### config.mk
export PLATFORM = sky130hd
export DESIGN_NAME = captura_operandos
export DESIGN_NICKNAME = d
export VERILOG_FILES = /design/src/rtl/captura_pkg.sv /design/src/rtl/bcd_entry_reg.sv /design/src/rtl/captura_operandos.sv
export SDC_FILE = /design/constraint.sdc
export NUM_CORES = 1
export LEC_CHECK = 0
export ABC_AREA = 1
export CORE_MARGIN = 10
export CORE_UTILIZATION = 51
export DETAILED_ROUTE_END_ITERATION = 10
export PLACE_DENSITY = 0.83
export SLEW_MARGIN = 30
export SYNTH_ARGS = -nofsm -noshare
export SYNTH_HDL_FRONTEND = slang
export SYNTH_SLANG_ARGS = --single-unit
### constraint.sdc
create_clock -name clk -period 2.59 [get_ports clk]
set_input_delay 0.518 -clock clk [delete_from_list [all_inputs] [get_ports clk]]
set_output_delay 0.518 -clock clk [all_outputs]
set_load 0.02 [all_outputs]
### src/rtl/captura_pkg.sv
// Shared types and helpers for the keypad operand-capture block.
// Latency: n/a (declarations only).
// Backpressure: n/a.
package captura_pkg;

  typedef enum logic [1:0] {S_A, S_B, S_OUT} cap_state_t;

  // Largest key code that is a decimal digit; codes above it are ignored.
  localparam logic [3:0] KEY_MAX_DIGIT = 4'd9;

  // Widest entry the shift helper handles (8 BCD digits). Callers zero-extend
  // their entry to this width and truncate the result back to their own width.
  localparam int BCD_MAX_W = 32;

  // Append one BCD digit as the new least significant nibble.
  function automatic logic [BCD_MAX_W-1:0] bcd_shift_in(
    input logic [BCD_MAX_W-1:0] entry,
    input logic [3:0]           digit
  );
    return {entry[BCD_MAX_W-5:0], digit};
  endfunction

endpackage

### src/rtl/bcd_entry_reg.sv
// BCD entry shift register with digit count and a one-cycle overflow pulse.
// Latency: 1 clk from push_digit_i/clear_i to entry_o/count_o/overflow_o.
// Backpressure: none; a digit offered while full is dropped and flagged.
module bcd_entry_reg
  import captura_pkg::*;
#(
  parameter  int N_DIGITS = 3,
  localparam int W        = 4 * N_DIGITS,
  localparam int CW       = $clog2(N_DIGITS + 1)
) (
  input  logic          clk,
  input  logic          rst,
  input  logic          push_digit_i,
  input  logic          clear_i,
  input  logic [3:0]    digit_i,
  output logic [W-1:0]  entry_o,
  output logic [CW-1:0] count_o,
  output logic          overflow_o
);

  logic [W-1:0]  entry_q, entry_d;
  logic [CW-1:0] count_q, count_d;
  logic          ovf_q, ovf_d;
  logic          full;

  assign full = (count_q == CW'(N_DIGITS));

  // Next entry: clear wins over a digit; a digit into a full entry only pulses overflow.
  always_comb begin
    entry_d = entry_q;
    count_d = count_q;
    ovf_d   = 1'b0;
    if (clear_i) begin
      entry_d = '0;
      count_d = '0;
    end else if (push_digit_i) begin
      if (!full) begin
        entry_d = W'(bcd_shift_in(BCD_MAX_W'(entry_q), digit_i));
        count_d = count_q + CW'(1);
      end else begin
        ovf_d = 1'b1;
      end
    end
  end

  // Entry, count and overflow registers.
  always_ff @(posedge clk or negedge rst) begin
    if (!rst) begin
      entry_q <= '0;
      count_q <= '0;
      ovf_q   <= 1'b0;
    end else begin
      entry_q <= entry_d;
      count_q <= count_d;
      ovf_q   <= ovf_d;
    end
  end

  assign entry_o    = entry_q;
  assign count_o    = count_q;
  assign overflow_o = ovf_q;

endmodule

### src/rtl/captura_operandos.sv
// Builds BCD operands A and B from keypad events and offers the pair downstream.
// Latency: 2 clk from key_push to register update (strobe is registered first).
// Backpressure: ops_valid holds until ops_ready; keys arriving meanwhile are dropped.
module captura_operandos
  import captura_pkg::*;
#(
  parameter  int N_DIGITS = 3,
  localparam int W        = 4 * N_DIGITS,
  localparam int CW       = $clog2(N_DIGITS + 1)
) (
  input  logic          clk,
  input  logic          rst,
  input  logic          key_push,
  input  logic [3:0]    key_digit,
  input  logic          key_clear,
  input  logic          key_save,
  output logic [W-1:0]  op_a,
  output logic [W-1:0]  op_b,
  output logic          ops_valid,
  input  logic          ops_ready,
  output logic [W-1:0]  entry,
  output logic [CW-1:0] entry_count,
  output logic          entry_sel,
  output logic          overflow
);

  cap_state_t   state_q, state_d;
  logic         key_stb_q;
  logic [W-1:0] op_a_q, op_a_d;
  logic [W-1:0] op_b_q, op_b_d;
  logic         ops_valid_q, ops_valid_d;

  logic         ev_clear, ev_save, ev_digit;
  logic         entry_empty;
  logic         push_digit, entry_clear;
  logic         handshake;

  // Flags are only meaningful in the strobe cycle; priority is clear > save > digit.
  assign ev_clear    = key_stb_q && key_clear;
  assign ev_save     = key_stb_q && !key_clear && key_save;
  assign ev_digit    = key_stb_q && !key_clear && !key_save && (key_digit <= KEY_MAX_DIGIT);
  assign entry_empty = (entry_count == '0);
  assign handshake   = ops_valid_q && ops_ready;

  // Register the keypad strobe so decode lines up with the digit/flag data.
  always_ff @(posedge clk or negedge rst) begin
    if (!rst) key_stb_q <= 1'b0;
    else      key_stb_q <= key_push;
  end

  // FSM state register.
  always_ff @(posedge clk or negedge rst) begin
    if (!rst) state_q <= S_A;
    else      state_q <= state_d;
  end

  // FSM next state: save advances A->B->OUT, clear on an empty B backs out to A.
  always_comb begin
    state_d = state_q;
    unique case (state_q)
      S_A: begin
        if (ev_save && !entry_empty) state_d = S_B;
      end
      S_B: begin
        if (ev_clear && entry_empty)      state_d = S_A;
        else if (ev_save && !entry_empty) state_d = S_OUT;
      end
      S_OUT: begin
        if (handshake) state_d = S_A;
      end
      default: state_d = S_A;
    endcase
  end

  // FSM outputs: entry controls and next values of the operand/valid registers.
  always_comb begin
    push_digit  = 1'b0;
    entry_clear = 1'b0;
    op_a_d      = op_a_q;
    op_b_d      = op_b_q;
    ops_valid_d = ops_valid_q;
    unique case (state_q)
      S_A: begin
        push_digit = ev_digit;
        if (ev_clear) entry_clear = 1'b1;
        if (ev_save && !entry_empty) begin
          op_a_d      = entry;
          entry_clear = 1'b1;
        end
      end
      S_B: begin
        push_digit = ev_digit;
        if (ev_clear) begin
          entry_clear = 1'b1;
          if (entry_empty) op_a_d = '0;
        end
        if (ev_save && !entry_empty) begin
          op_b_d      = entry;
          entry_clear = 1'b1;
          ops_valid_d = 1'b1;
        end
      end
      S_OUT: begin
        // Keys are ignored here; operands stay put after the handshake.
        if (handshake) ops_valid_d = 1'b0;
      end
      default: ops_valid_d = 1'b0;
    endcase
  end

  // Operand and valid registers.
  always_ff @(posedge clk or negedge rst) begin
    if (!rst) begin
      op_a_q      <= '0;
      op_b_q      <= '0;
      ops_valid_q <= 1'b0;
    end else begin
      op_a_q      <= op_a_d;
      op_b_q      <= op_b_d;
      ops_valid_q <= ops_valid_d;
    end
  end

  bcd_entry_reg #(
    .N_DIGITS (N_DIGITS)
  ) u_entry (
    .clk          (clk),
    .rst          (rst),
    .push_digit_i (push_digit),
    .clear_i      (entry_clear),
    .digit_i      (key_digit),
    .entry_o      (entry),
    .count_o      (entry_count),
    .overflow_o   (overflow)
  );

  assign op_a      = op_a_q;
  assign op_b      = op_b_q;
  assign ops_valid = ops_valid_q;
  assign entry_sel = (state_q == S_B);

endmodule

Word level (Yosys, flattened, before mapping)
Index checks and enable logic that the tools add are counted.
W data, S select, Z words.

operators by class
  add/sub/neg operators = 1
  $mul = 0
  divide/modulo/power cells = 0
  $lt $le $gt $ge = 1
  equality and inequality tests = 10
  shift operators = 0
  mux-type cells = 25
  bitwise operators = 1
  reductions and logical operators = 21

operators with widths
  kind                   number
  $mux W12               6
  $pmux W12 S2           1
  $mux W2                7
  $mux W1                9
  $logic_and A1 B1 Y1    8
  $ne A2 B1 Y1 const B   3
  $ne A2 B2 Y1 const B   3
  $pmux W2 S3            1
  $reduce_and A3 Y1      2
  $eq A2 B2 Y1 const B   2
  $le A4 B4 Y1 const B   1
  $logic_not A2 Y1       2
  $reduce_and A2 Y1      2
  $reduce_and A4 Y1      1
  $reduce_bool A2 Y1     2
  $logic_not A1 Y1       3
  $ne A3 B1 Y1 const B   1
  $pmux W1 S3            1
  $add A2 B1 Y2 const B  1
  $eq A2 B1 Y1 const B   1
  $reduce_or A2 Y1       1
  $not A1 Y1             1

word-level totals
  register bits = 43
  bits in latches = 0
  bits in writable memories = 0
  bits in read-only memories = 0
  logic and storage cells = 67
  memories = 0

Longest topological paths before layout
  depth after elaboration = 8
  gate-level depth with buffers = 9

By module
Synthesis repeated with hierarchy kept, for this count alone.

unflattened totals
  cells, all modules = 224
  area total of the unflattened synthesis = 1986.9 sq um

modules (own cells, without submodules)
  module             instances  cells each  area an instance (sq um)
  captura_operandos  1          138         1287.5
  bcd_entry_reg      1          86          699.4

Worst setup path before layout
OpenSTA, ideal clock, no wires.

  path type = flip-flop to flip-flop
  from = register u_entry.count_q[0] (netlist: u_entry.count_o[0])
  to = register u_entry.count_q[0] (netlist: u_entry.count_o[0])
  library setup time = 0.118 ns
  arrival = 1.415 ns
  path slack = 1.057 ns
  stages on the path, launching flop included = 10
  path buffers = 1
  clock period less this slack = 1.533 ns
  cell sequence = dfrtp_1 inv_1 ha_1 nor2_2 nand2_1 nand2_1 nand2_2 buf_4 nand3_1 nand2_1

on the way
  cells in the longest elaborated chain, start to end = 7
  elaborated cells between the ends (all ways) = 13

ends and longest elaborated chain
  what                                                                 line                                              source
  from (decl)                                                          bcd_entry_reg.sv:22                               logic [CW-1:0] count_q, count_d;
  from (signal assigned)                                               bcd_entry_reg.sv:54                               count_q <= count_d;
  $logic_not A2 Y1                                                     captura_operandos.sv:42                           assign entry_empty = (entry_count == '0);
  $logic_not A1 Y1                                                     captura_operandos.sv:86, captura_operandos.sv:97
  $logic_and A1 B1 Y1                                                  captura_operandos.sv:86, captura_operandos.sv:97
  $mux W1                                                              captura_operandos.sv:86                           if (ev_save && !entry_empty) begin
  $mux W1                                                              -
  $ne A2 B2 Y1 (no source line) or $reduce_bool A2 Y1 (tied branches)  -
  $reduce_and A2 Y1 (no source line)                                   -

Parallel ways exist; a longest one is shown, timed or not. The select of a mux whose other input is x is not followed.
A chain may end at the register's enable or synchronous reset.

Worst setup path after layout
  from = register state_q[1]
  to = output entry_sel

on the way
  cells in the longest elaborated chain, start to end = 1

ends and longest elaborated chain
  what                    line                      source
  from (decl)             captura_operandos.sv:27   cap_state_t state_q, state_d;
  from (signal assigned)  captura_operandos.sv:54   else state_q <= state_d;
  $eq A2 B1 Y1            captura_operandos.sv:140  assign entry_sel = (state_q == S_B);
  to (decl)               captura_operandos.sv:23   output logic entry_sel,

Every way passes these cells.

==> reports/results.ini <==
[run_status]
outcome=finished, final reports clean

[placement]
hpwl_um=3069
numPortBuffers=50
place_ws_ns=0.5322
place_inst=281
gp_congestion=0.7849

[power]
powerDensity_mw_per_mm2=604.9
power_mw=1.447
ir_drop_v=0.0003832
leakage_nw=1.081

[yosys]
yosysTopAreaCell=dfrtp_1
synth_warnings=0
synth-edff-count=0
synth_area_mm2=0.001818
synth_common_cells=nand2_1 (49), dfrtp_1 (43), nand3_1 (26), o21ai_1 (23), inv_1 (21)
synth-main-ff-cell=dfrtp_1
synth.top_cell.area_share=0.5919
synth_cell_types=19
async_flop_share=1.000
synthesis.nets=204
syn_area_per_cell_um2=9.469
synth-seq-cells=43
synth-seq-area-share=0.5919
yosysMostFrequentCell=nand2_1
syn_inst=192
yosys-top-cells-area=dfrtp_1 (59%), nand2_1 (10%), nand3_1 (7.2%)

[hold_path]
hp-class=input pin to async pin

[floorplanning]
ios=51
num_rows=21
core_mm2=0.003390
initial_core_util=0.5364
die_height_um=79.71
die_width_um=79.71
dieArea_mm2=0.006353

[setup_path]
reg2reg_depth=6
critical-path-slowest-cell=clkdlybuf4s50_1
critical_path_class=register to primary output
critical_path.max_stage_delay_ns=0.62
arrival_ns=1.60
crit_required_ns=2.07
regToRegEndpoint=op_a[7]$_DFFE_PN0P_
rrSetupSlack_ns=0.82
crit_family=buffers and inverters
critPathCaptureType=primary output
crit_chain=nor2_4, clkdlybuf4s50_1
r2r-start=u_entry.count_o[0]$_DFFE_PN0P_
startpoint_type=register
path_max_fanout=4
crit_buf_inv=1

[cells_and_area]
stdcell_count=289
synthToLayoutAreaGrowth_pct=31.59
layout-drive-gt1-share=0.08642
fin_nets=254
diodes=0

[clocking]
cts-resized-gates=0
cts_tree=yes
holdBufCountCts=0
clk_latency_ns=0.35
clkSinkCount=43
root_buffer=clkbuf_4
clk_pin_slew_ns=0.13
post_cts_buffers=0
cts_made_buffers=5
h-tree-depth=2
clk_path_buf_depth=2

[timing]
maxSlewHeadroom=0.6759
report.final.slew_viol_count=0
hold_viol_final=0
period_minus_slack_ns=2.118
final.period_utilization=0.8177
setup_ws_ns=0.4722
fin_tns_setup_ns=0
whs_ns=0.1016
fin_skew_ns=0.01336
setup_viol=0
rsz0062_at_grt=no
clock.fmax_mhz=472.2
worst_slew_pin_slew_ns=0.4855

[route]
routed_wl_um=3991
drtAntennaViolNets=0
route.vias.total=1438
wire_per_inst_um=13.81
dr.pass1.iters=4
drt_iter0_drc=73
via_per_inst=4.976
drt_drc_violations_left=0

[grt]
grt_max_degree=27
grtUsageTotal=0.1364
grt.overflow.total=0
first_global_vias=1445
antenna_found_initial=0
grt_pass1_wl_um=6837

[flow_run]
cap_violations=0

final cells by class:
type / count / area (um2)
Clock buffer: 6 / 51.30
Clock inverter: 2 / 35.03
Fill cell: 256 / 997.2
Inverter: 23 / 88.84
Multi-Input combinational cell: 118 / 580.6
Sequential cell: 43 / 1076
Tap cell: 46 / 57.56
Timing Repair Buffer: 51 / 503.0
cell families (layout without fill, tap and decap cells):
kind of cell    Yosys count  after routing  share of synthesized area
flops                    43             43                     0.5919
simple gates             87             87                     0.2257
compound gates           29             29                    0.07984
fa+ha+maj                 2              2                    0.01376
buf+inv                  31             82                    0.08878
state kept, by name, indices dropped and copies added, names as in the netlist:
signal,count
op_a,12
op_b,12
state_q,2
ops_valid,1
u_entry.overflow_o,1
u_entry.count_o,2
key_stb_q,1
u_entry.entry_o,12
through the flow:
stage,utilization,area (um2)
6_report,0.7058,2392
2_1_floorplan,-,1818
3_3_place_gp,0.6803,2306
4_1_cts,0.7058,2392
5_1_grt,0.7058,2392
3_5_place_dp,0.6803,2306
power by group:
| part | leakage [nW] | internal, mW | switching [mW] |
|---|---|---|---|
| sequential | 0.593 | 0.712 | 0.0335 |
| combinational | 0.440 | 0.113 | 0.153 |
| clock | 0.0482 | 0.228 | 0.207 |
worst max path at each step:
stage | from | end | cells after the start
floorplan | u_entry.count_o[0]$_DFFE_PN0P_ | u_entry.count_o[0]$_DFFE_PN0P_ | 9
global placement | key_save | op_a[7]$_DFFE_PN0P_ | 6
detailed placement | key_save | op_a[7]$_DFFE_PN0P_ | 6
CTS | state_q[1]$_DFFE_PN0P_ | entry_sel | 2
global route | state_q[1]$_DFFE_PN0P_ | entry_sel | 2
finish | state_q[1]$_DFFE_PN0P_ | entry_sel | 2
cells in the final DEF (no fill, tap or decap), types with 3 or more instances in the layout:
master / netlist / routed
nand3_1: 26 / 26
nor2_1: 3 / 3
o21ai_1: 23 / 23
o21ai_0: 4 / 4
nand2_1: 49 / 49
dfrtp_1: 43 / 43
inv_1: 21 / 21
clkdlybuf4s50_1: 0 / 49
clkbuf_4: 0 / 5
layer usage:
| metal | track usage | share of wire | wire (um) |
|---|---|---|---|
| met1 | 0.1584 | 0.43 | 1720 |
| met2 | 0.2047 | 0.45 | 1778 |
| met3 | 0.07207 | 0.10 | 409 |
| met4 | 0.05914 | 0.021 | 83 |
| met5 | 0 | 0 | 0 |
(Power assumes the default switching activity.)
